$ cat src/rtl/mod_arith_pkg.sv
// ---------------------------------------------------------------------------
// mod_arith_pkg
// Shared definitions for the modular-arithmetic datapath:
//   - default operand width and iteration-counter width
//   - state encoding of the serial multiplier FSM
//   - operand/result mux select codes (the multiplier feeds INS_MUL)
// ---------------------------------------------------------------------------
package mod_arith_pkg;

  localparam int MA_WIDTH = 89;
  localparam int MA_CNT_W = 7;

  typedef enum logic [1:0] {
    ST_IDLE = 2'd0,
    ST_RUN  = 2'd1,
    ST_DONE = 2'd2
  } mul_state_t;

  typedef enum logic [2:0] {
    INS_NOP = 3'd0,
    INS_DIN = 3'd1,
    INS_MEM = 3'd2,
    INS_ADD = 3'd3,
    INS_SUB = 3'd4,
    INS_MUL = 3'd5
  } ins_t;

endpackage

$ cat src/rtl/mod_red_step.sv
// ---------------------------------------------------------------------------
// mod_red_step
// One combinational iteration of the MSB-first interleaved modular multiply:
//   t = 2*acc + (bit ? b : 0);  then up to two conditional subtractions of p.
// With acc < p and b < p the sum is below 3p, so two subtractions always
// bring it back into [0, p).
// Ports:
//   i_acc  in  WIDTH  running accumulator (< p)
//   i_bit  in  1      current multiplicand bit
//   i_b    in  WIDTH  multiplier
//   i_p    in  WIDTH  modulus
//   o_t    out WIDTH  reduced accumulator for the next iteration
// ---------------------------------------------------------------------------
module mod_red_step #(
  parameter int WIDTH = 89
) (
  input  logic [WIDTH-1:0] i_acc,
  input  logic             i_bit,
  input  logic [WIDTH-1:0] i_b,
  input  logic [WIDTH-1:0] i_p,
  output logic [WIDTH-1:0] o_t
);

  localparam int XW = WIDTH + 2;

  function automatic logic [XW-1:0] cond_sub(input logic [XW-1:0] x,
                                             input logic [XW-1:0] m);
    cond_sub = (x >= m) ? (x - m) : x;
  endfunction

  logic [XW-1:0] w_p_ext;
  logic [XW-1:0] w_addend;
  logic [XW-1:0] w_sum;
  logic [XW-1:0] w_sub1;
  logic [XW-1:0] w_sub2;
  logic [1:0]    w_unused_hi;

  assign w_p_ext  = {2'b00, i_p};
  assign w_addend = i_bit ? {2'b00, i_b} : '0;
  assign w_sum    = {1'b0, i_acc, 1'b0} + w_addend;
  assign w_sub1   = cond_sub(w_sum, w_p_ext);
  assign w_sub2   = cond_sub(w_sub1, w_p_ext);

  // After the second subtraction the value is below p, so the two extra
  // guard bits are zero for in-contract operands and can be dropped.
  assign {w_unused_hi, o_t} = w_sub2;

endmodule

$ cat src/rtl/mod_mul_serial.sv
// ---------------------------------------------------------------------------
// mod_mul_serial
// Bit-serial radix-2 modular multiplier, result = (a*b) mod p.
// One multiplicand bit (MSB first) is consumed per clock; WIDTH clocks per
// operation. The result drives the INS_MUL input of the operand/result mux.
// Ports:
//   clk     in  1      rising-edge clock
//   rst     in  1      asynchronous active-high reset
//   start   in  1      operation request, only honoured in IDLE
//   a       in  WIDTH  multiplicand (a < p)
//   b       in  WIDTH  multiplier   (b < p)
//   p       in  WIDTH  odd modulus, p > 2
//   busy    out 1      high for the WIDTH cycles of RUN
//   done    out 1      single-cycle pulse, result valid
//   result  out WIDTH  product mod p, held until the next completed operation
// ---------------------------------------------------------------------------
module mod_mul_serial
  import mod_arith_pkg::*;
#(
  parameter int WIDTH = MA_WIDTH,
  parameter int CNT_W = MA_CNT_W
) (
  input  logic             clk,
  input  logic             rst,
  input  logic             start,
  input  logic [WIDTH-1:0] a,
  input  logic [WIDTH-1:0] b,
  input  logic [WIDTH-1:0] p,
  output logic             busy,
  output logic             done,
  output logic [WIDTH-1:0] result
);

  mul_state_t       r_state;
  mul_state_t       w_state_nxt;
  logic             w_load;
  logic             w_step;
  logic             w_last;

  logic [WIDTH-1:0] r_a;
  logic [WIDTH-1:0] r_b;
  logic [WIDTH-1:0] r_p;
  logic [WIDTH-1:0] r_acc;
  logic [CNT_W-1:0] r_cnt;
  logic [WIDTH-1:0] r_result;

  logic             w_bit;
  logic [WIDTH-1:0] w_t;

  // FSM state register
  always_ff @(posedge clk or posedge rst) begin
    if (rst) begin
      r_state <= ST_IDLE;
    end else begin
      r_state <= w_state_nxt;
    end
  end

  // FSM next-state and datapath strobes
  always_comb begin
    w_state_nxt = r_state;
    w_load      = 1'b0;
    w_step      = 1'b0;
    w_last      = 1'b0;
    case (r_state)
      ST_IDLE: begin
        if (start) begin
          w_load      = 1'b1;
          w_state_nxt = ST_RUN;
        end
      end
      ST_RUN: begin
        w_step = 1'b1;
        if (r_cnt == '0) begin
          w_last      = 1'b1;
          w_state_nxt = ST_DONE;
        end
      end
      ST_DONE: begin
        w_state_nxt = ST_IDLE;
      end
      default: begin
        w_state_nxt = ST_IDLE;
      end
    endcase
  end

  assign w_bit = r_a[r_cnt];

  mod_red_step #(
    .WIDTH (WIDTH)
  ) u_red_step (
    .i_acc (r_acc),
    .i_bit (w_bit),
    .i_b   (r_b),
    .i_p   (r_p),
    .o_t   (w_t)
  );

  // Operand capture, iteration and result update
  always_ff @(posedge clk or posedge rst) begin
    if (rst) begin
      r_a      <= '0;
      r_b      <= '0;
      r_p      <= '0;
      r_acc    <= '0;
      r_cnt    <= '0;
      r_result <= '0;
    end else if (w_load) begin
      r_a   <= a;
      r_b   <= b;
      r_p   <= p;
      r_acc <= '0;
      r_cnt <= CNT_W'(WIDTH - 1);
    end else if (w_step) begin
      r_acc <= w_t;
      // Counter parks at zero after the last bit instead of wrapping.
      if (w_last) begin
        r_result <= w_t;
      end else begin
        r_cnt <= r_cnt - CNT_W'(1);
      end
    end
  end

  assign busy   = (r_state == ST_RUN);
  assign done   = (r_state == ST_DONE);
  assign result = r_result;

endmodule

$ cat config.mk
export PLATFORM = sky130hd
export DESIGN_NAME = mod_mul_serial
export DESIGN_NICKNAME = d
export VERILOG_FILES = /design/src/rtl/mod_arith_pkg.sv /design/src/rtl/mod_red_step.sv /design/src/rtl/mod_mul_serial.sv
export SDC_FILE = /design/constraint.sdc
export NUM_CORES = 2
export LEC_CHECK = 0
export BUFFER_PORTS_ARGS = -buffer_cell sky130_fd_sc_hd__buf_2
export CORE_ASPECT_RATIO = 2
export CORE_MARGIN = 3
export CORE_UTILIZATION = 55
export DETAILED_ROUTE_END_ITERATION = 7
export PLACE_DENSITY = 0.8
export SYNTH_ARGS = -nofsm -noshare
export SYNTH_HDL_FRONTEND = slang
export SYNTH_SLANG_ARGS = --single-unit
$ cat constraint.sdc
create_clock -name clk -period 19.6 [get_ports clk]
set_input_delay 3.92 -clock clk [delete_from_list [all_inputs] [get_ports clk]]
set_output_delay 3.92 -clock clk [all_outputs]
set_load 0.01 [all_outputs]
==> out/qor.txt <==
Outcome -> finished with violations
Failing checks -> design-rule violations
DP Wirelength -> 105,000 um
CP peak stage delay -> 1090 ps
Area Growth Syn to Fin -> 10.0%
Die Height -> 366 um
Largest net degree at the start of global routing -> 217
I/O pin count -> 361
Cell count after synthesis -> 4,566
Setup Crit Path Kind -> reg -> reg
Hold Path Origin -> r_b[84]
Num CTS Buffers -> 43
Critical Path RT -> 20,030 ps
Most used DFF post-synth -> dfrtp_1
First-pass GRT wire length -> 204,000 um
Most common cell after layout, fill and taps aside -> nand2_1
Vias in the first global route -> 35,900
Gates resized, CTS repair -> 0
Fraction of layout cells with a size suffix above 1 -> 0.117
Yosys warnings -> 0
Post-synthesis compound-gate area fraction -> 0.226
Crit end category -> flop
CP Launch Type -> flop
Post-Synth XOR/XNOR Area -> 0.0625
Worst r2r src -> r_cnt[1]
# DRC -> 3
FF+latch count, synth -> 454
Starting Density -> 0.557
Die Wd -> 186 um
Post-synth cell types -> 80
Total Power -> 1860 uW
Worst Path Arrival -> 16,910 ps
Fmax -> 0.0607 GHz
Crit share post-route -> 0.841
ANT nets after route -> 0
Most frequent cells in the layout -> nand2_1, dfrtp_1, o21ai_0
Syn_nets -> 5,106
Multiplexer share of the synthesized area -> 0.0384
Via-to-Cell Ratio -> 6.23
GRT Util Overall -> 0.392
Slowest CP cell -> dfrtp_1
Post-Layout Cell Count -> 5,590
Iter 0 DRT Violations -> 2,137
Vias -> 34,800
Drt first pass iters -> 8
Crit path from -> r_cnt[1]
Pwr Density -> 47.5 nW/um^2
Dpl cells -> 5,507
Fin nets -> 5,294
Synth Area in Adders -> 0.0955
Port buffer count -> 360
Bufs on Longest Clock Path -> 3
Routed WL -> 135,000 um
Synth async-reset ratio -> 1.00
Worst slew margin -> 0.0435
Final hold slack -> 472 ps
Synthesized area -> 35,600 um^2
Register area share after synthesis -> 0.319
Utilization after layout -> 0.613
H-Tree Depth -> 2
CTS clk-pin slew, worst paths -> 70 ps
Setup TNS -> 0 ps
Hold_buf cts -> 0
Clk root buf -> clkbuf_16
Final Slew Violations -> 0
EDFF count, synth -> 0
Maxcap violations -> 0
Final hold violations -> 0
Leak -> 0.0200 uW
RSZ-0062 raised after global routing -> false
Die area -> 68,000 um^2
Min cycle time layout -> 16,480 ps
GPL Wtd Cong -> 1.06
Worst Skew -> 60.1 ps
# setup viols final -> 0
Row Count -> 131
Routed length per placed instance -> 24.2 um
Largest family of logic cells by synthesized area -> compound AO/OA/AOI/OAI gates
CTS tree -> yes
Initial antenna violation count -> 10
Max IR drop VDD -> 0.0779 mV
CTS Sinks -> 454
# Post-CTS Setup Buffers -> 0
Post-Synth Simple-Gate Area -> 0.211
Clock latency on the worst-skew pair -> 650 ps
Worst-path fanout max -> 147
Worst-Margin Slew -> 1420 ps
Remaining global-route overflow -> 0
Hold Crit Class -> reg -> reg
Core Area -> 63,900 um^2
Avg Inst Size Synth -> 7.80 um^2
Fill cells -> 5,945
-- flip-flops by register name, summed over array words and instances, names as in the netlist --
name	count
r_state	2
result	89
r_cnt	7
r_acc	89
r_b	89
r_a	89
r_p	89
-- critical path: cells and delay by family (launching register included) --
| kind | cells | cell delay (ps) |
|---|---|---|
| AO/OA/AOI/OAI | 22 | 7270 |
| AND/OR/NAND/NOR | 9 | 2660 |
| multiplexers | 5 | 2030 |
| buffers and inverters | 4 | 1590 |
| flip-flops | 1 | 1090 |
| adder cells (fa/ha/maj) | 3 | 1080 |
| XOR/XNOR | 1 | 210 |
-- metrics by stage --
stage	worst slack (ps)	area, um^2
4_1_cts	3620	39200
5_1_grt	2410	39200
3_3_place_gp	3870	37700
6_report	3120	39200
2_1_floorplan	3020	35600
3_5_place_dp	3720	37700
-- per-layer routing --
metal	share of wire	vias up	GRT usage	routed length (um)
li1	-	16300	-	-
met1	0.32	16400	0.375	43500
met2	0.50	1459	0.679	67100
met3	0.060	675	0.0776	8080
met4	0.12	6	0.372	16500
met5	0.00033	-	0	45
-- power by group --
part           internal [uW]  total [uW]  leakage [uW]  switching, uW
Sequential               937         937       0.00546              0
Combinational           19.9        45.5        0.0138           25.6
Clock                    466         879      0.000713            413
Total                   1420        1860        0.0200            439
-- worst paths after layout --
check                       endpoint  slack (ps)  depth (start not counted)
max                        r_acc[18]        3120                         44
min                          r_b[84]         470                          2
max reg2reg                r_acc[18]        3120                         44
min reg2reg                  r_b[84]         470                          2
max in group asynchronous    r_p[61]       14040                          4
min in group asynchronous    r_p[30]        3360                          2
-- cells by family after synthesis --
family | Yosys count
and+or+nand+nor | 1718
xor gates and xnor gates | 254
buffers and inverters | 429
DFF | 454
muxes | 97
AOI/OAI and AO/OA | 1344
adders and majority gates | 270
-- synth_stat cells, types with 27 or more instances --
cell,instances,area share
a211oi_1,27,0.0057
nand3_1,97,0.014
clkbuf_1,197,0.021
mux4_2,28,0.018
nor2_1,226,0.024
a21o_1,127,0.027
nor2b_1,112,0.020
inv_1,182,0.019
and3_1,27,0.0047
nand2_1,1030,0.11
o21bai_1,66,0.014
ha_1,267,0.094
o21ai_1,80,0.011
mux2_2,34,0.011
o21ai_0,405,0.057
xor2_1,109,0.027
a21oi_1,388,0.055
mux2i_1,33,0.0093
a31oi_1,42,0.0074
nor3_1,41,0.0058
dfrtp_1,454,0.32
nand4_1,72,0.013
xnor2_1,145,0.036
-- final cells by class --
| cell class | instances | area [um^2] | share of cell area |
|---|---|---|---|
| Tap cell | 798 | 998 | 0.0255 |
| Clock inverter | 19 | 198 | 0.00504 |
| Sequential cell | 454 | 11400 | 0.290 |
| Inverter | 184 | 698 | 0.0178 |
| Timing Repair Buffer | 388 | 2050 | 0.0523 |
| Multi-Input combinational cell | 3683 | 22600 | 0.577 |
| Clock buffer | 57 | 1240 | 0.0316 |
| Antenna cell | 7 | 17.5 | 0.000447 |
Power figures use the tool's default switching activity.
